$ cat src/rtl/felis_uart_pkg.sv
// Shared definitions for the felis serial link (transmit and receive sides).
package felis_uart_pkg;

    typedef enum logic [1:0] {
        ST_IDLE  = 2'd0,
        ST_START = 2'd1,
        ST_DATA  = 2'd2,
        ST_STOP  = 2'd3
    } tx_state_e;

    localparam int FRAME_BITS = 10;
    localparam int DATA_BITS  = 8;

endpackage

$ cat src/rtl/uart_byte_fifo.sv
// Circular byte buffer with push/pop, occupancy count, full and empty flags.
module uart_byte_fifo #(
    parameter int WIDTH = 8,
    parameter int LOG   = 4
) (
    input  logic             clk,
    input  logic             reset,
    input  logic             push_i,
    input  logic [WIDTH-1:0] wdata_i,
    input  logic             pop_i,
    output logic [WIDTH-1:0] rdata_o,
    output logic [LOG:0]     count_o,
    output logic             full_o,
    output logic             empty_o
);
    localparam logic [LOG:0] DEPTH = {1'b1, {LOG{1'b0}}};

    logic [WIDTH-1:0] mem_q [2**LOG];
    logic [LOG-1:0]   wr_ptr_q, wr_ptr_d;
    logic [LOG-1:0]   rd_ptr_q, rd_ptr_d;
    logic [LOG:0]     count_q, count_d;
    logic             do_push, do_pop;

    assign full_o  = (count_q == DEPTH);
    assign empty_o = (count_q == '0);
    assign count_o = count_q;
    assign rdata_o = mem_q[rd_ptr_q];

    // Push is gated on full alone: a push at full is dropped even when a pop frees a slot.
    assign do_push = push_i && !full_o;
    assign do_pop  = pop_i && !empty_o;

    always_comb begin
        wr_ptr_d = wr_ptr_q;
        rd_ptr_d = rd_ptr_q;
        count_d  = count_q;
        if (do_push) wr_ptr_d = wr_ptr_q + LOG'(1);
        if (do_pop)  rd_ptr_d = rd_ptr_q + LOG'(1);
        if (do_push && !do_pop)      count_d = count_q + (LOG+1)'(1);
        else if (!do_push && do_pop) count_d = count_q - (LOG+1)'(1);
    end

    always_ff @(posedge clk or posedge reset) begin
        if (reset) begin
            wr_ptr_q <= '0;
            rd_ptr_q <= '0;
            count_q  <= '0;
        end else begin
            wr_ptr_q <= wr_ptr_d;
            rd_ptr_q <= rd_ptr_d;
            count_q  <= count_d;
        end
    end

    always_ff @(posedge clk) begin
        if (do_push) mem_q[wr_ptr_q] <= wdata_i;
    end

endmodule

$ cat src/rtl/uart_sender.sv
// 8N1 UART transmitter: byte buffer feeding a framer FSM with a registered serial line.
module uart_sender
    import felis_uart_pkg::*;
#(
    parameter int INTERVAL = 868,
    parameter int BUF_LOG  = 4
) (
    input  logic               clk,
    input  logic               reset,
    input  logic [7:0]         in_data,
    input  logic               in_valid,
    output logic               in_ready,
    output logic               uart_tx,
    output logic               busy,
    output logic [BUF_LOG:0]   count,
    output logic [1:0]         dbg_state
);
    localparam int CW = (INTERVAL > 1) ? $clog2(INTERVAL) : 1;
    localparam logic [CW-1:0] CNT_LAST = CW'(INTERVAL - 1);
    localparam logic [2:0]    BIT_LAST = 3'(DATA_BITS - 1);

    // Handshake: a byte is transferred on every rising edge where in_valid && in_ready.
    tx_state_e              state_q, state_d;
    logic [CW-1:0]          cnt_q, cnt_d;
    logic [2:0]             bit_q, bit_d;
    logic [DATA_BITS-1:0]   shift_q, shift_d;
    logic                   tx_q, tx_d;
    logic                   pop;
    logic                   fifo_full, fifo_empty;
    logic [7:0]             head;
    logic                   bit_end;

    uart_byte_fifo #(
        .WIDTH (8),
        .LOG   (BUF_LOG)
    ) u_fifo (
        .clk     (clk),
        .reset   (reset),
        .push_i  (in_valid),
        .wdata_i (in_data),
        .pop_i   (pop),
        .rdata_o (head),
        .count_o (count),
        .full_o  (fifo_full),
        .empty_o (fifo_empty)
    );

    assign in_ready  = !fifo_full;
    assign busy      = (state_q != ST_IDLE) || !fifo_empty;
    assign uart_tx   = tx_q;
    assign dbg_state = state_q;
    assign bit_end   = (cnt_q == CNT_LAST);

    always_comb begin
        state_d = state_q;
        cnt_d   = cnt_q;
        bit_d   = bit_q;
        shift_d = shift_q;
        pop     = 1'b0;
        if (state_q != ST_IDLE) cnt_d = bit_end ? '0 : cnt_q + CW'(1);
        unique case (state_q)
            ST_IDLE: begin
                cnt_d = '0;
                if (!fifo_empty) begin
                    pop     = 1'b1;
                    shift_d = head;
                    state_d = ST_START;
                end
            end
            ST_START: begin
                if (bit_end) begin
                    bit_d   = '0;
                    state_d = ST_DATA;
                end
            end
            ST_DATA: begin
                if (bit_end) begin
                    shift_d = shift_q >> 1;
                    if (bit_q == BIT_LAST) state_d = ST_STOP;
                    else                   bit_d   = bit_q + 3'd1;
                end
            end
            ST_STOP: begin
                // Reload straight into START so consecutive frames have no idle gap.
                if (bit_end) begin
                    if (!fifo_empty) begin
                        pop     = 1'b1;
                        shift_d = head;
                        state_d = ST_START;
                    end else begin
                        state_d = ST_IDLE;
                    end
                end
            end
            default: state_d = ST_IDLE;
        endcase
    end

    // The line flop follows the next-state values so each bit lines up with its state.
    always_comb begin
        tx_d = 1'b1;
        unique case (state_d)
            ST_START: tx_d = 1'b0;
            ST_DATA:  tx_d = shift_d[0];
            default:  tx_d = 1'b1;
        endcase
    end

    always_ff @(posedge clk or posedge reset) begin
        if (reset) begin
            state_q <= ST_IDLE;
            cnt_q   <= '0;
            bit_q   <= '0;
            shift_q <= '0;
            tx_q    <= 1'b1;
        end else begin
            state_q <= state_d;
            cnt_q   <= cnt_d;
            bit_q   <= bit_d;
            shift_q <= shift_d;
            tx_q    <= tx_d;
        end
    end

endmodule
$ cat config.mk
export PLATFORM = sky130hd
export DESIGN_NAME = uart_sender
export DESIGN_NICKNAME = d
export VERILOG_FILES = /design/src/rtl/felis_uart_pkg.sv /design/src/rtl/uart_byte_fifo.sv /design/src/rtl/uart_sender.sv
export SDC_FILE = /design/constraint.sdc
export NUM_CORES = 1
export LEC_CHECK = 0
export ABC_AREA = 1
export BUFFER_PORTS_ARGS = -buffer_cell sky130_fd_sc_hd__buf_2
export CAP_MARGIN = 10
export CORE_MARGIN = 3
export CORE_UTILIZATION = 50
export DETAILED_ROUTE_END_ITERATION = 6
export GPL_ROUTABILITY_DRIVEN = 0
export PLACE_DENSITY = 0.77
export SYNTH_ARGS = -nofsm -noshare
export SYNTH_HDL_FRONTEND = slang
export SYNTH_HIERARCHICAL = 1
export SYNTH_SLANG_ARGS = --single-unit
$ cat constraint.sdc
create_clock -name clk -period 2.92 [get_ports clk]
set_input_delay 0.146 -clock clk [delete_from_list [all_inputs] [get_ports clk]]
set_output_delay 0.146 -clock clk [all_outputs]
set_load 0.05 [all_outputs]
== Word level (Yosys, flattened, before mapping) ==
Memories as Yosys holds them, arrays and structs flattened.
Cells that the tools add are included.

* Flip-flop bits (word level): 37
* Memory bits (writable): 128
* Input bits: 11
* Output and inout bits: 10
* Memories kept: 1

{| class="wikitable"
|+ Memory list
! memory !! depth !! width !! rd ports !! clocked after memory_dff !! write ports !! line !! RTL
|-
| u_fifo.mem_q || 16 || 8 || 1 || 0 || 1 || uart_byte_fifo.sv:18 || <nowiki>logic [WIDTH-1:0] mem_q [2**LOG];</nowiki>
|}

* $add $sub $neg: 6
* Equal/unequal tests: 12
* Muxes and demuxes: 26
* Reductions and logical operators: 18

{| class="wikitable"
|+ Operator list
! operator !! count
|-
| $mux 10 || 3
|-
| $mux 8 || 3
|-
| $pmux 8 s3 || 1
|-
| $add 10x1->10 const B || 1
|-
| $eq 10x10->1 const B || 1
|-
| $mux 2 || 5
|-
| $mux 5 || 2
|-
| $mux 3 || 3
|-
| $add 4x1->4 const B || 2
|-
| $ne 2x2->1 const B || 4
|-
| $pmux 2 s4 || 1
|-
| $reduce_bool 2->1 || 4
|-
| $eq 2x2->1 const B || 3
|-
| $pmux 3 s2 || 1
|-
| $add 5x1->5 const B || 1
|-
| $eq 5x5->1 const B || 1
|-
| $logic_not 5->1 || 1
|-
| $mux 1 || 5
|-
| $sub 5x1->5 const B || 1
|-
| $eq 2x1->1 const B || 2
|-
| $logic_and 1x1->1 || 4
|-
| $logic_not 1->1 || 4
|-
| $pmux 1 s2 || 2
|-
| $reduce_and 4->1 || 1
|-
| other kinds (6) || 6
|}

== Logic depth before layout (Yosys ltp) ==
Gate-level depths: netlist of run 1.

* Word-level depth: 8
* Gate-level depth with buffers: 18
* Depth with buffers taken out: 18

== Modules after synthesis ==
The synthesis of run 1 kept the hierarchy.

{| class="wikitable"
|+ Modules (own cells, without submodules)
! module !! instances !! cells each !! area each (µm²) !! sequential area each (µm²)
|-
| uart_byte_fifo || 1 || 621 || 6222.2 || 4169.0
|-
| uart_sender || 1 || 194 || 1497.7 || 601.8
|}

== Worst setup path after synthesis of run 1 ==
No wires, ideal clock.

* Path type: flip-flop to flip-flop
* Start point: register state_q[1] (netlist: dbg_state[1])
* End point: register u_fifo.count_q[4] (netlist: u_fifo/count_o[4])
* Arrival: 2775 ps
* Data required time: 2802 ps
* Path slack: 26 ps
* Cell stages (with the launch flop): 17
* Buffers on the path: 0
* Period minus slack after synthesis: 2894 ps
* Cells stage by stage: dfrtp_1 -> inv_1 -> ha_1 -> inv_1 -> nand2_1 -> nand2_1 -> nor3_1 -> nand2_1 -> ha_1 -> inv_1 -> fa_1 -> nand2_1 -> nand3_1 -> nand3_1 -> nand2_1 -> nand2_1 -> nand2_1

* Word-level cells in the longest chain between the ends: 6

{| class="wikitable"
|+ Ends and longest elaborated chain
! what !! line !! RTL
|-
| start, declared || uart_sender.sv:23 || <nowiki>tx_state_e state_q, state_d;</nowiki>
|-
| start signal, assigned || uart_sender.sv:117 || <nowiki>state_q <= state_d;</nowiki>
|-
| $eq 2x2->1 or $logic_not 2->1 (tied branches) || uart_sender.sv:61 || <nowiki>unique case (state_q)</nowiki>
|-
| $pmux 1 s2 (*) || uart_sender.sv:61 ||
|-
| net pop || uart_sender.sv:28 || <nowiki>logic pop;</nowiki>
|-
| $logic_and 1x1->1 (*) || uart_byte_fifo.sv:31 || <nowiki>assign do_pop = pop_i && !empty_o;</nowiki>
|-
| $logic_not 1->1 || uart_byte_fifo.sv:39 || <nowiki>if (do_push && !do_pop) count_d = count_q + (LOG+1)'(1);</nowiki>
|-
| $logic_and 1x1->1 || uart_byte_fifo.sv:39 ||
|-
| $mux 5 or $reduce_bool 2->1 (tied branches) || -- ||
|-
| end signal, assigned || uart_byte_fifo.sv:51 || <nowiki>count_q <= count_d;</nowiki>
|-
| end, declared || uart_byte_fifo.sv:21 || <nowiki>logic [LOG:0] count_q, count_d;</nowiki>
|}

Mark *: on every way through the listed nets, which the timed path passes. The rest lies on a longest branch.
A chain may end at the register's enable or synchronous reset.

== Worst setup path after layout of run 1 ==
* Start point: register cnt_q[0]
* End point: register u_fifo.count_q[4] (netlist: u_fifo/count_o[4])

* Word-level cells in the longest chain between the ends: 7

{| class="wikitable"
|+ Ends and longest elaborated chain
! what !! line !! RTL
|-
| start, declared || uart_sender.sv:24 || <nowiki>logic [CW-1:0] cnt_q, cnt_d;</nowiki>
|-
| start signal, assigned || uart_sender.sv:118 || <nowiki>cnt_q <= cnt_d;</nowiki>
|-
| $eq 10x10->1 (*) || uart_sender.sv:52 || <nowiki>assign bit_end = (cnt_q == CNT_LAST);</nowiki>
|-
| $mux 1 (*) || uart_sender.sv:85 || <nowiki>if (bit_end) begin</nowiki>
|-
| $pmux 1 s2 (*) || uart_sender.sv:61 ||
|-
| net pop || uart_sender.sv:28 ||
|-
| $logic_and 1x1->1 (*) || uart_byte_fifo.sv:31 ||
|-
| $logic_not 1->1 || uart_byte_fifo.sv:39 ||
|-
| $logic_and 1x1->1 || uart_byte_fifo.sv:39 ||
|-
| $mux 5 or $reduce_bool 2->1 (tied branches) || -- ||
|}

Marks and branches as above.

==> impl_metrics.prom, run 1 <==
# TYPE chip_impl_metric gauge
chip_impl_metric{name="maximum_clock_rate",unit="MHz"} 384.1
chip_impl_metric{name="setup_tns_final",unit="ns"} 0
chip_impl_info{name="rsz_0062_raised_after_global_routing",value="false"} 1
chip_impl_metric{name="synth-edff-count",unit=""} 128
chip_impl_metric{name="synth_area",unit="µm²"} 7720
chip_impl_metric{name="worst_max_slew_margin_expressed_relative_to_the_limit",unit="%"} 40.65
chip_impl_metric{name="gr_met3_demand_resource",unit="%"} 4.216
chip_impl_metric{name="grt_start_max_net_pins",unit=""} 82
chip_impl_metric{name="p_clk_share",unit="%"} 34.1
chip_impl_metric{name="ioPinCount",unit=""} 21
chip_impl_metric{name="final_worst_path_period_share",unit="%"} 89.17
chip_impl_metric{name="intPower",unit="mW"} 4.090
chip_impl_metric{name="hold_slack",unit="ns"} 0.1365
chip_impl_info{name="hp-class",value="in2reg"} 1
chip_impl_info{name="setup.worst_path.end",value="u_fifo/count_o[4]$_DFFE_PP0P_"} 1
chip_impl_metric{name="area_overhead_vs_synth",unit="%"} 11.51
chip_impl_info{name="crit_slowest_cell",value="sky130_fd_sc_hd__dfrtp_1"} 1
chip_impl_metric{name="numCtsBuffers",unit=""} 17
chip_impl_metric{name="finalClockSkew",unit="ns"} 0.006416
chip_impl_metric{name="clk_latency",unit="ns"} 0.42
chip_impl_metric{name="number_of_diodes",unit=""} 0
chip_impl_metric{name="final-hold-violation-count",unit=""} 0
chip_impl_metric{name="global_route.usage.met1",unit="%"} 26.20
chip_impl_metric{name="postRouteAntennaNets",unit=""} 0
chip_impl_metric{name="share_seq_of_total_power",unit="%"} 50.3
chip_impl_metric{name="worstMarginPinSlew",unit="ns"} 0.8892
chip_impl_metric{name="die-height",unit="µm"} 130.3
chip_impl_info{name="cell_by_cell_listing_of_the_critical_path",value="ha_2, nand2_1, nor2_4, nand3_4, nand2_2, nand2_1, nor3_2, nand2_2, ha_1, inv_2, ha_1, nand2_1, nand3_1, nand3_1, nand2_1, nand2_1, nand2_1"} 1
chip_impl_metric{name="clock-sinks",unit=""} 165
chip_impl_metric{name="drv_slew",unit=""} 0
chip_impl_metric{name="synth_top_cell_area_share",unit="%"} 49.79
chip_impl_metric{name="initial_standard_cell_utilization_of_the_core",unit="%"} 52.13
chip_impl_metric{name="post_synth_inst_count",unit=""} 815
chip_impl_metric{name="p_sw_share",unit="%"} 28.45
chip_impl_metric{name="footprint_of_the_flip_flops_and_latches",unit="µm²"} 4772
chip_impl_metric{name="routed_wirelength",unit="mm"} 15.45
chip_impl_metric{name="critical_path_arrival",unit="ns"} 2.92
chip_impl_metric{name="post_route_cells_drive_above_1_share",unit="%"} 11.36
chip_impl_metric{name="clock_tree.buffer_depth",unit=""} 2
chip_impl_info{name="synth.area.top_cells",value="sky130_fd_sc_hd__edfxtp_1 50%, sky130_fd_sc_hd__nand2_1 14%, sky130_fd_sc_hd__dfrtp_1 12%"} 1
chip_impl_metric{name="first_pass_grt_wire_length",unit="mm"} 25.43
chip_impl_metric{name="cts.reportedPaths.clkPinSlew",unit="ns"} 0.06
chip_impl_metric{name="ys_seq_elements",unit=""} 165
chip_impl_metric{name="critPathMaxFanout",unit=""} 5
chip_impl_info{name="r2r-end",value="u_fifo/count_o[4]$_DFFE_PP0P_"} 1
chip_impl_metric{name="num_vias",unit=""} 5319
chip_impl_info{name="synth-main-ff-cell",value="sky130_fd_sc_hd__edfxtp_1"} 1
chip_impl_metric{name="fin_crit",unit="ns"} 2.604
chip_impl_metric{name="yosys_warnings",unit=""} 6
chip_impl_metric{name="pwr_density_cell",unit="nW/µm²"} 664.1
chip_impl_metric{name="power.switching",unit="mW"} 1.626
chip_impl_metric{name="die_area",unit="µm²"} 16970
chip_impl_info{name="critPathTopFamily",value="simple AND/OR/NAND/NOR gates"} 1
chip_impl_metric{name="vdd.ir_drop.worst",unit="µV"} 529.3
chip_impl_info{name="cts_tree",value="yes"} 1
chip_impl_metric{name="post_route_drc",unit=""} 0
chip_impl_metric{name="grt_util_met2",unit="%"} 31.83
chip_impl_metric{name="critical-path-max-stage-delay",unit="ns"} 0.37
chip_impl_metric{name="globalRouteOverflowTotal",unit=""} 0
chip_impl_metric{name="finalSetupViolCount",unit=""} 0
chip_impl_metric{name="required_time_of_the_critical_path",unit="ns"} 3.23
chip_impl_metric{name="buffer_ports.inserted",unit=""} 20
chip_impl_metric{name="ff2ff_setup_slack",unit="ns"} 0.32
chip_impl_metric{name="viasPerCell",unit=""} 5.080
chip_impl_metric{name="floorplan.die.width",unit="µm"} 130.3
chip_impl_metric{name="average_wire_per_cell_in_the_routed_design",unit="µm"} 14.76
chip_impl_info{name="run_status",value="finished clean"} 1
chip_impl_info{name="cp_common_cell",value="sky130_fd_sc_hd__nand2_1"} 1
chip_impl_metric{name="detailedRoute.firstIterationViolations",unit=""} 469
chip_impl_info{name="ctsRootBufferMaster",value="sky130_fd_sc_hd__clkbuf_16"} 1
chip_impl_metric{name="r2r.worst_path.cells",unit=""} 17
chip_impl_info{name="cp-start-kind",value="flop"} 1
chip_impl_metric{name="yosysUniqueCellTypes",unit=""} 36
chip_impl_metric{name="dp_hpwl",unit="mm"} 10.06
chip_impl_metric{name="post-route-worst-setup-slack",unit="ns"} 0.3163
chip_impl_metric{name="placement.setup.worst_slack",unit="ns"} 0.1075
chip_impl_metric{name="grtUsageTotal",unit="%"} 19.70
chip_impl_metric{name="timing.critical_path.buf_inv",unit=""} 1
chip_impl_metric{name="n_fill_cell",unit=""} 1182
chip_impl_info{name="crit_type",value="reg2reg"} 1
chip_impl_metric{name="grt_antenna_before_repair",unit=""} 0
chip_impl_metric{name="power.combinational.fraction",unit="%"} 15.6
chip_impl_metric{name="yosysSeqAreaShare",unit="%"} 61.80
chip_impl_info{name="cp-startpoint",value="cnt_q[0]$_DFF_PP0_"} 1
chip_impl_info{name="cp_endpoint_kind",value="flop"} 1
chip_impl_metric{name="postSynthNetCount",unit=""} 844
chip_impl_info{name="timing.rr.start",value="cnt_q[0]$_DFF_PP0_"} 1
chip_impl_metric{name="synthArstFlopShare",unit="%"} 22.42
chip_impl_info{name="synthDominantAreaCellType",value="sky130_fd_sc_hd__edfxtp_1"} 1
chip_impl_metric{name="num-nets-final",unit=""} 879
chip_impl_metric{name="drv_cap",unit=""} 0
chip_impl_metric{name="core_area",unit="µm²"} 14810
chip_impl_metric{name="rows",unit=""} 44
chip_impl_metric{name="multi_input_area",unit="µm²"} 2474
chip_impl_metric{name="timing.critical_path.depth",unit=""} 17
chip_impl_metric{name="postSynthAreaPerCell",unit="µm²"} 9.472
chip_impl_metric{name="htree_levels",unit=""} 4
chip_impl_info{name="global_route_layer_with_the_greatest_usage",value="met2"} 1
chip_impl_metric{name="detail_route.first_pass.iterations",unit=""} 6
chip_impl_metric{name="first_global_vias",unit=""} 5044
chip_impl_metric{name="total_leakage_power",unit="nW"} 3.793
-- area by class of cell --
cell class                      instances  area share [%]
Sequential cell                       165           55.44
Multi-Input combinational cell        529           28.74
Clock buffer                           19           5.029
Inverter                               97           4.230
Timing Repair Buffer                   40           2.936
Tap cell                              184           2.674
Clock inverter                         13          0.9593
-- cells by family after synthesis --
logic type,share of synthesized area (%)
xor gates and xnor gates,0.7942
AOI/OAI and AO/OA,2.496
DFF,61.80
buffers and inverters,6.418
adders and majority gates,3.015
and+or+nand+nor,25.48
-- sequential cells by signal (all words and copies together), names as in the netlist --
register,count
dbg_state,2
u_fifo/rd_ptr_q,4
uart_tx,1
bit_q,3
cnt_q,10
u_fifo/count_o,5
u_fifo/mem_q,128
shift_q,8
u_fifo/wr_ptr_q,4
-- cell usage after synthesis (all sizes together) (3+ instances only) --
cell type  number
nand4           9
a21oi           6
edfxtp        128
xnor2           3
nor3b           4
nand2         300
nor3            6
ha             17
dfrtp          36
nor2           83
xor2            4
inv            97
clkbuf          3
o21ai          21
buf            21
nand3          68
-- timing repair --
action / CTS / global route
buffers inserted: 0 / 2
endpoints found under the hold margin: 36 / 0
hold buffers: 1 / 0
gates resized for setup: 0 / 7
endpoints found under the setup margin: 0 / 4
-- power groups by stage --
stage	registers (mW)	clock network (mW)	logic, mW
after floorplan	3.02	0	0.487
after global placement	2.92	0	0.848
after detailed placement	2.92	0	0.878
after CTS	2.88	1.97	0.891
after global routing	2.90	2.09	0.997
final	2.88	1.95	0.894
-- metal layers --
layer	routed length [µm]	part of all wire (%)
met2	7466	48
met4	384	2.5
met1	6754	44
met3	845	5.5
met5	0	0
-- placed cells by master, fill, tap and decap left out, drive strengths merged --
master	Yosys	routed
dfrtp	36	36
nor3b	4	4
inv	97	99
buf	21	39
nand4	9	9
nor2	83	83
nor4	1	1
a32o	2	2
xnor2	3	3
dlygate4sd3	0	1
dfstp	1	1
fa	1	1
xor2	4	4
nand3	68	68
a21o	1	1
o21a	1	1
nand2	300	300
and2	1	1
o21ai	21	21
clkinv	0	7
ha	17	17
a21oi	6	6
nor3	6	6
clkinvlp	0	4
a21boi	1	1
edfxtp	128	128
clkbuf	3	19
-- worst min path at each step --
stage / start / to / slack [ns] / cells after the start
after floorplan: reset / u_fifo/count_o[0]$_DFFE_PP0P_ / 0.02 / 1
after global placement: reset / u_fifo/count_o[1]$_DFFE_PP0P_ / 0.20 / 2
after detailed placement: reset / u_fifo/count_o[1]$_DFFE_PP0P_ / 0.21 / 2
after CTS: in_data[3] / u_fifo/mem_q[1][3]$_DFFE_PP_ / 0.13 / 1
after global routing: in_data[3] / u_fifo/mem_q[2][3]$_DFFE_PP_ / 0.13 / 1
final: in_data[2] / u_fifo/mem_q[14][2]$_DFFE_PP_ / 0.14 / 1
-- through the flow --
step | instances | util [%] | total power [mW] | area, µm²
floorplan | 815 | - | 3.507 | 7720
global placement | 1012 | 54.34 | 3.766 | 8048
detailed placement | 1012 | 54.34 | 3.801 | 8048
CTS | 1045 | 57.89 | 5.739 | 8573
global route | 1047 | 58.13 | 5.981 | 8608
finish | 1047 | 58.13 | 5.717 | 8608
Power figures use the tool's default switching activity.
==> run 2, diff against run 1 <==
--- a/config.mk
+++ b/config.mk
@@ -12,7 +12,7 @@
 export CORE_UTILIZATION = 50
 export DETAILED_ROUTE_END_ITERATION = 6
 export GPL_ROUTABILITY_DRIVEN = 0
-export PLACE_DENSITY = 0.77
+export PLACE_DENSITY_LB_ADDON = 0.2
 export SYNTH_ARGS = -nofsm -noshare
 export SYNTH_HDL_FRONTEND = slang
 export SYNTH_HIERARCHICAL = 1
==> impl_metrics.prom, run 2 (synthesis results as in run 1) <==
# TYPE chip_impl_metric gauge
chip_impl_info{name="ctsRootBufferMaster",value="sky130_fd_sc_hd__clkbuf_16"} 1
chip_impl_metric{name="clock-sinks",unit=""} 165
chip_impl_metric{name="critPathMaxFanout",unit=""} 5
chip_impl_info{name="cp_endpoint_kind",value="flop"} 1
chip_impl_metric{name="clk_latency",unit="ns"} 0.43
chip_impl_metric{name="final_worst_path_period_share",unit="%"} 90.66
chip_impl_metric{name="ioPinCount",unit=""} 21
chip_impl_info{name="crit_type",value="reg2reg"} 1
chip_impl_info{name="cp-start-kind",value="flop"} 1
chip_impl_metric{name="dp_hpwl",unit="mm"} 10.91
chip_impl_metric{name="intPower",unit="mW"} 4.411
chip_impl_metric{name="p_sw_share",unit="%"} 26.89
chip_impl_metric{name="drv_slew",unit=""} 0
chip_impl_metric{name="rows",unit=""} 44
chip_impl_metric{name="die_area",unit="µm²"} 16970
chip_impl_info{name="rsz_0062_raised_after_global_routing",value="false"} 1
chip_impl_metric{name="p_clk_share",unit="%"} 37.5
chip_impl_metric{name="placement.setup.worst_slack",unit="ns"} 0.2166
chip_impl_metric{name="share_seq_of_total_power",unit="%"} 47.7
chip_impl_metric{name="globalRouteOverflowTotal",unit=""} 0
chip_impl_metric{name="initial_standard_cell_utilization_of_the_core",unit="%"} 52.13
chip_impl_metric{name="routed_wirelength",unit="mm"} 16.86
chip_impl_metric{name="first_pass_grt_wire_length",unit="mm"} 26.76
chip_impl_metric{name="power.combinational.fraction",unit="%"} 14.8
chip_impl_metric{name="worstMarginPinSlew",unit="ns"} 0.9220
chip_impl_info{name="max_flop_register",value="u_fifo/mem_q"} 1
chip_impl_metric{name="postPlaceCellArea",unit="µm²"} 8035
chip_impl_metric{name="grt_antenna_before_repair",unit=""} 0
chip_impl_metric{name="average_wire_per_cell_in_the_routed_design",unit="µm"} 16.21
chip_impl_metric{name="buffer_ports.inserted",unit=""} 20
chip_impl_metric{name="fin_crit",unit="ns"} 2.647
chip_impl_metric{name="clock_tree.buffer_depth",unit=""} 2
chip_impl_metric{name="htree_levels",unit=""} 4
chip_impl_metric{name="grt_start_max_net_pins",unit=""} 82
chip_impl_metric{name="grtUsageTotal",unit="%"} 21.00
chip_impl_metric{name="first_global_vias",unit=""} 5180
chip_impl_metric{name="critical_path_arrival",unit="ns"} 2.96
chip_impl_metric{name="pwr_density_cell",unit="nW/µm²"} 697.1
chip_impl_metric{name="viasPerCell",unit=""} 5.263
chip_impl_metric{name="power.switching",unit="mW"} 1.622
chip_impl_metric{name="die-height",unit="µm"} 130.3
chip_impl_metric{name="required_time_of_the_critical_path",unit="ns"} 3.24
chip_impl_metric{name="core_area",unit="µm²"} 14810
chip_impl_metric{name="vdd.ir_drop.worst",unit="µV"} 419.5
chip_impl_metric{name="post-route-worst-setup-slack",unit="ns"} 0.2727
chip_impl_metric{name="final_design_area_no_fill",unit="µm²"} 8655
chip_impl_metric{name="final-hold-violation-count",unit=""} 0
chip_impl_metric{name="area_overhead_vs_synth",unit="%"} 12.11
chip_impl_metric{name="n_fill_cell",unit=""} 1217
chip_impl_metric{name="detail_route.first_pass.iterations",unit=""} 7
chip_impl_info{name="most-common-layout-cells",value="297 x sky130_fd_sc_hd__nand2_1, 128 x sky130_fd_sc_hd__edfxtp_1, 87 x sky130_fd_sc_hd__inv_1"} 1
chip_impl_metric{name="worst_max_slew_margin_expressed_relative_to_the_limit",unit="%"} 38.47
chip_impl_metric{name="power.total",unit="mW"} 6.033
chip_impl_info{name="hp-class",value="in2reg"} 1
chip_impl_metric{name="layout.core_utilization",unit="%"} 58.44
chip_impl_info{name="run_status",value="finished clean"} 1
chip_impl_metric{name="drv_cap",unit=""} 0
chip_impl_info{name="largest_registers",value="u_fifo/mem_q x128, cnt_q x10, shift_q x8"} 1
chip_impl_metric{name="maximum_clock_rate",unit="MHz"} 377.7
chip_impl_metric{name="largest_register_ffs",unit=""} 128
chip_impl_metric{name="cts.reportedPaths.clkPinSlew",unit="ns"} 0.06
chip_impl_metric{name="post_route_cells_drive_above_1_share",unit="%"} 9.930
chip_impl_info{name="cts_tree",value="yes"} 1
chip_impl_metric{name="total_leakage_power",unit="nW"} 3.811
chip_impl_metric{name="num-nets-final",unit=""} 874
chip_impl_metric{name="post_route_drc",unit=""} 0
chip_impl_metric{name="num_vias",unit=""} 5473
chip_impl_metric{name="setup_tns_final",unit="ns"} 0
chip_impl_metric{name="floorplan.die.width",unit="µm"} 130.3
chip_impl_metric{name="postRouteAntennaNets",unit=""} 0
chip_impl_info{name="layout.cells.most_common",value="sky130_fd_sc_hd__nand2_1"} 1
chip_impl_metric{name="finalClockSkew",unit="ns"} 0.007326
chip_impl_metric{name="finalSetupViolCount",unit=""} 0
chip_impl_metric{name="number_of_diodes",unit=""} 0
chip_impl_metric{name="detailedRoute.firstIterationViolations",unit=""} 472
chip_impl_metric{name="numCtsBuffers",unit=""} 17
[run 2: cell types whose count changed in the layout (fill, tap and decap cells not counted), moves of 2 or more]
| cell | change |
|---|---|
| sky130_fd_sc_hd__buf_4 | -7 |
| sky130_fd_sc_hd__buf_12 | +2 |
| sky130_fd_sc_hd__clkinv_1 | +3 |
| sky130_fd_sc_hd__bufinv_16 | +4 |
| sky130_fd_sc_hd__clkinv_2 | -5 |
[run 2: area by class of cell]
cell class	instances	area [µm²]	share of cell area [%]
multi-input combinational	529	2456	28.38
sequential	165	4772	55.14
timing repair buffer	35	240.2	2.776
clock inverter	11	158.9	1.836
inverter	97	364.1	4.207
clock buffer	19	432.9	5.002
tap	184	230.2	2.660
[run 2: repair_timing]
| item | in CTS | in global routing |
|---|---|---|
| setup endpoints to repair | 0 | 2 |
| endpoints found under the hold margin | 36 | 0 |
| gates resized for setup | 0 | 3 |
| setup buffers | 0 | 2 |
| hold buffers | 1 | 0 |
[run 2: worst max-delay path, cell delays in order, from the launching register on]
cell and delay [ns]:
sky130_fd_sc_hd__dfrtp_1 0.37, sky130_fd_sc_hd__ha_1 0.20, sky130_fd_sc_hd__nand2_1 0.10, sky130_fd_sc_hd__nor2_4 0.19, sky130_fd_sc_hd__nand3_2 0.16, sky130_fd_sc_hd__nand2_2 0.10
sky130_fd_sc_hd__nand2_1 0.11, sky130_fd_sc_hd__nor3_1 0.16, sky130_fd_sc_hd__nand2_1 0.10, sky130_fd_sc_hd__ha_1 0.21, sky130_fd_sc_hd__inv_2 0.11, sky130_fd_sc_hd__ha_1 0.27
sky130_fd_sc_hd__nand2_1 0.10, sky130_fd_sc_hd__nand3_1 0.11, sky130_fd_sc_hd__nand3_1 0.09, sky130_fd_sc_hd__nand2_1 0.05, sky130_fd_sc_hd__nand2_1 0.05, sky130_fd_sc_hd__nand2_1 0.05
[run 2: power groups by stage]
| stage | clock [mW] | combinational, mW | sequential, mW |
|---|---|---|---|
| finish | 2.26 | 0.893 | 2.88 |
| global route | 2.39 | 0.984 | 2.90 |
| CTS | 2.29 | 0.893 | 2.88 |
| detailed placement | 0 | 0.879 | 2.92 |
| global placement | 0 | 0.831 | 2.92 |
| floorplan | 0 | 0.487 | 3.02 |
[run 2: final timing paths]
kind	endpoint	startpoint	slack, ns	depth (start not counted)
worst max-delay path	u_fifo/count_o[4]$_DFFE_PP0P_	cnt_q[0]$_DFF_PP0_	0.27	17
worst min-delay path	u_fifo/wr_ptr_q[3]$_DFFE_PP0P_	in_valid	0.11	4
worst max register to register	u_fifo/count_o[4]$_DFFE_PP0P_	cnt_q[0]$_DFF_PP0_	0.27	17
worst min register to register	shift_q[0]$_DFF_PP0_	shift_q[0]$_DFF_PP0_	0.47	2
max in group asynchronous	cnt_q[3]$_DFF_PP0_	reset	1.87	3
min in group asynchronous	u_fifo/count_o[3]$_DFFE_PP0P_	reset	0.31	3
[run 2: metrics by stage]
step                hold slack, ns  std cells
floorplan                  0.02296        815
global placement            0.2045       1007
detailed placement          0.2120       1007
CTS                         0.1055       1038
global route                0.1399       1040
finish                      0.1080       1040
[run 2: layer usage]
layer	vias up	global-route usage [%]	share of wire (%)
met2	174	33.92	49
met5	-	0	0
met3	25	3.561	6.0
met1	2588	28.80	43
met4	0	7.763	2.0
li1	2686	-	-
==> run 3, diff against run 2 <==
--- a/config.mk
+++ b/config.mk
@@ -12,7 +12,7 @@
 export CORE_UTILIZATION = 50
 export DETAILED_ROUTE_END_ITERATION = 6
 export GPL_ROUTABILITY_DRIVEN = 0
-export PLACE_DENSITY_LB_ADDON = 0.2
+export PLACE_DENSITY = 0.66
 export SYNTH_ARGS = -nofsm -noshare
 export SYNTH_HDL_FRONTEND = slang
 export SYNTH_HIERARCHICAL = 1
==> impl_metrics.prom, run 3 (synthesis results as in run 1) <==
# TYPE chip_impl_metric gauge
chip_impl_metric{name="post_route_cells_drive_above_1_share",unit="%"} 10.81
chip_impl_metric{name="power.combinational.fraction",unit="%"} 15.1
chip_impl_metric{name="drv_cap",unit=""} 0
chip_impl_metric{name="initial_standard_cell_utilization_of_the_core",unit="%"} 52.13
chip_impl_metric{name="postRouteAntennaNets",unit=""} 0
chip_impl_metric{name="ioPinCount",unit=""} 21
chip_impl_metric{name="finalSetupViolCount",unit=""} 0
chip_impl_metric{name="fin_crit",unit="ns"} 2.650
chip_impl_metric{name="area_overhead_vs_synth",unit="%"} 12.20
chip_impl_metric{name="final_worst_path_period_share",unit="%"} 90.76
chip_impl_metric{name="post_route_drc",unit=""} 0
chip_impl_metric{name="worstMarginPinSlew",unit="ns"} 0.9162
chip_impl_metric{name="total_leakage_power",unit="nW"} 3.810
chip_impl_metric{name="final-hold-violation-count",unit=""} 0
chip_impl_info{name="cp_endpoint_kind",value="flop"} 1
chip_impl_metric{name="clock_tree.buffer_depth",unit=""} 2
chip_impl_metric{name="grtUsageTotal",unit="%"} 21.21
chip_impl_metric{name="critical_path_arrival",unit="ns"} 2.95
chip_impl_metric{name="buffer_ports.inserted",unit=""} 20
chip_impl_metric{name="intPower",unit="mW"} 4.263
chip_impl_metric{name="floorplan.die.width",unit="µm"} 130.3
chip_impl_metric{name="globalRouteOverflowTotal",unit=""} 0
chip_impl_metric{name="setup_tns_final",unit="ns"} 0
chip_impl_info{name="largest_registers",value="u_fifo/mem_q x128, cnt_q x10, shift_q x8"} 1
chip_impl_metric{name="die_area",unit="µm²"} 16970
chip_impl_metric{name="detailedRoute.firstIterationViolations",unit=""} 366
chip_impl_metric{name="core_area",unit="µm²"} 14810
chip_impl_metric{name="worst_max_slew_margin_expressed_relative_to_the_limit",unit="%"} 38.85
chip_impl_metric{name="post-place-cells",unit=""} 1009
chip_impl_metric{name="number_of_diodes",unit=""} 0
chip_impl_info{name="most-common-layout-cells",value="297 x sky130_fd_sc_hd__nand2_1, 128 x sky130_fd_sc_hd__edfxtp_1, 87 x sky130_fd_sc_hd__inv_1"} 1
chip_impl_metric{name="routed_wirelength",unit="mm"} 16.85
chip_impl_metric{name="viasPerCell",unit=""} 5.313
chip_impl_info{name="max_flop_register",value="u_fifo/mem_q"} 1
chip_impl_info{name="cts_tree",value="yes"} 1
chip_impl_metric{name="placement.setup.worst_slack",unit="ns"} 0.2340
chip_impl_metric{name="p_clk_share",unit="%"} 36.4
chip_impl_metric{name="vdd.ir_drop.worst",unit="µV"} 558.0
chip_impl_metric{name="share_seq_of_total_power",unit="%"} 48.5
chip_impl_info{name="cp-start-kind",value="flop"} 1
chip_impl_metric{name="p_sw_share",unit="%"} 28.16
chip_impl_metric{name="htree_levels",unit=""} 4
chip_impl_metric{name="required_time_of_the_critical_path",unit="ns"} 3.22
chip_impl_metric{name="first_pass_grt_wire_length",unit="mm"} 27.02
chip_impl_metric{name="numCtsBuffers",unit=""} 17
chip_impl_metric{name="grt_start_max_net_pins",unit=""} 61
chip_impl_metric{name="maximum_clock_rate",unit="MHz"} 377.3
chip_impl_info{name="rsz_0062_raised_after_global_routing",value="false"} 1
chip_impl_metric{name="grt_antenna_before_repair",unit=""} 0
chip_impl_metric{name="average_wire_per_cell_in_the_routed_design",unit="µm"} 16.14
chip_impl_metric{name="hold_slack",unit="ns"} 0.1338
chip_impl_metric{name="stdcell_count",unit=""} 1044
chip_impl_metric{name="ff2ff_setup_slack",unit="ns"} 0.27
chip_impl_metric{name="drv_slew",unit=""} 0
chip_impl_info{name="ctsRootBufferMaster",value="sky130_fd_sc_hd__clkbuf_16"} 1
chip_impl_metric{name="largest_register_ffs",unit=""} 128
chip_impl_info{name="layout.cells.most_common",value="sky130_fd_sc_hd__nand2_1"} 1
chip_impl_metric{name="rows",unit=""} 44
chip_impl_metric{name="dp_hpwl",unit="mm"} 11.15
chip_impl_metric{name="clk_latency",unit="ns"} 0.42
chip_impl_info{name="crit_type",value="reg2reg"} 1
chip_impl_metric{name="clock-sinks",unit=""} 165
chip_impl_metric{name="num_vias",unit=""} 5547
chip_impl_metric{name="die-height",unit="µm"} 130.3
chip_impl_metric{name="detail_route.first_pass.iterations",unit=""} 5
chip_impl_metric{name="pwr_density_cell",unit="nW/µm²"} 684.9
chip_impl_metric{name="post-route-worst-setup-slack",unit="ns"} 0.2699
chip_impl_metric{name="cts.reportedPaths.clkPinSlew",unit="ns"} 0.06
chip_impl_info{name="run_status",value="finished clean"} 1
chip_impl_metric{name="num-nets-final",unit=""} 876
chip_impl_metric{name="critPathMaxFanout",unit=""} 6
chip_impl_metric{name="first_global_vias",unit=""} 5302
chip_impl_metric{name="finalClockSkew",unit="ns"} 0.01520
chip_impl_info{name="hp-class",value="in2reg"} 1
chip_impl_metric{name="power.switching",unit="mW"} 1.671
[run 3: cell count changes in the layout (fill, tap and decap cells not counted)]
cell                         previous run  this run
sky130_fd_sc_hd__clkinv_4               0         3
sky130_fd_sc_hd__clkbuf_1               2         0
sky130_fd_sc_hd__bufinv_16              4         2
sky130_fd_sc_hd__inv_6                  1         3
sky130_fd_sc_hd__buf_4                 12        14
sky130_fd_sc_hd__nor3_2                 1         2
sky130_fd_sc_hd__nor3_1                 5         4
sky130_fd_sc_hd__clkinvlp_4             2         4
sky130_fd_sc_hd__clkinv_1               4         3
[run 3: critical path, cell delays in order, from the launching register on]
cell	delay (ns)
sky130_fd_sc_hd__dfrtp_1	0.37
sky130_fd_sc_hd__ha_1	0.20
sky130_fd_sc_hd__nand2_1	0.10
sky130_fd_sc_hd__nor2_4	0.20
sky130_fd_sc_hd__nand3_2	0.15
sky130_fd_sc_hd__nand2_2	0.09
sky130_fd_sc_hd__nand2_1	0.12
sky130_fd_sc_hd__nor3_2	0.14
sky130_fd_sc_hd__nand2_1	0.11
sky130_fd_sc_hd__ha_1	0.21
sky130_fd_sc_hd__inv_2	0.11
sky130_fd_sc_hd__ha_1	0.28
sky130_fd_sc_hd__nand2_1	0.12
sky130_fd_sc_hd__nand4_1	0.13
sky130_fd_sc_hd__nand3_1	0.12
sky130_fd_sc_hd__o21ai_0	0.08
[run 3: power groups by stage]
stage | combinational [mW] | sequential, mW | clock [mW]
finish | 0.894 | 2.88 | 2.16
global route | 0.999 | 2.90 | 2.29
CTS | 0.890 | 2.88 | 2.19
detailed placement | 0.876 | 2.92 | 0
global placement | 0.838 | 2.92 | 0
floorplan | 0.487 | 3.02 | 0
[run 3: worst paths after layout]
| check | cells past startpoint | startpoint | end |
|---|---|---|---|
| max | 15 | cnt_q[0]$_DFF_PP0_ | u_fifo/count_o[3]$_DFFE_PP0P_ |
| max in group asynchronous | 3 | reset | shift_q[6]$_DFFE_PP0P_ |
| min | 4 | in_valid | u_fifo/wr_ptr_q[1]$_DFFE_PP0P_ |
| max reg2reg | 15 | cnt_q[0]$_DFF_PP0_ | u_fifo/count_o[3]$_DFFE_PP0P_ |
| min in group asynchronous | 3 | reset | u_fifo/rd_ptr_q[3]$_DFFE_PP0P_ |
| min reg2reg | 1 | cnt_q[0]$_DFF_PP0_ | cnt_q[0]$_DFF_PP0_ |
[run 3: layout make-up]
cell class / count / area (µm²)
sequential: 165 / 4772
inverter: 97 / 364.1
clock buffer: 17 / 425.4
timing repair buffer: 37 / 255.2
multi-input combinational: 529 / 2461
fill: 1203 / 6147
tap: 184 / 230.2
clock inverter: 15 / 153.9
[run 3: per-layer routing]
layer,track usage (%),part of all wire [%]
met1,28.62,44
met2,34.64,50
met3,4.503,5.2
met4,6.724,1.7
met5,0,0
[run 3: stage by stage]
stage               total power [mW]  util [%]  area, µm²
floorplan                      3.507         -       7720
global placement               3.753     54.36       8050
detailed placement             3.801     54.36       8050
CTS                            5.952     58.34       8640
global route                   6.183     58.49       8662
finish                         5.933     58.49       8662
[run 3: timing repair]
action,in CTS,in global routing
gates resized for setup,0,4
hold endpoints to repair,36,0
hold buffers,1,0
endpoints found under the setup margin,0,2
setup buffers,0,2
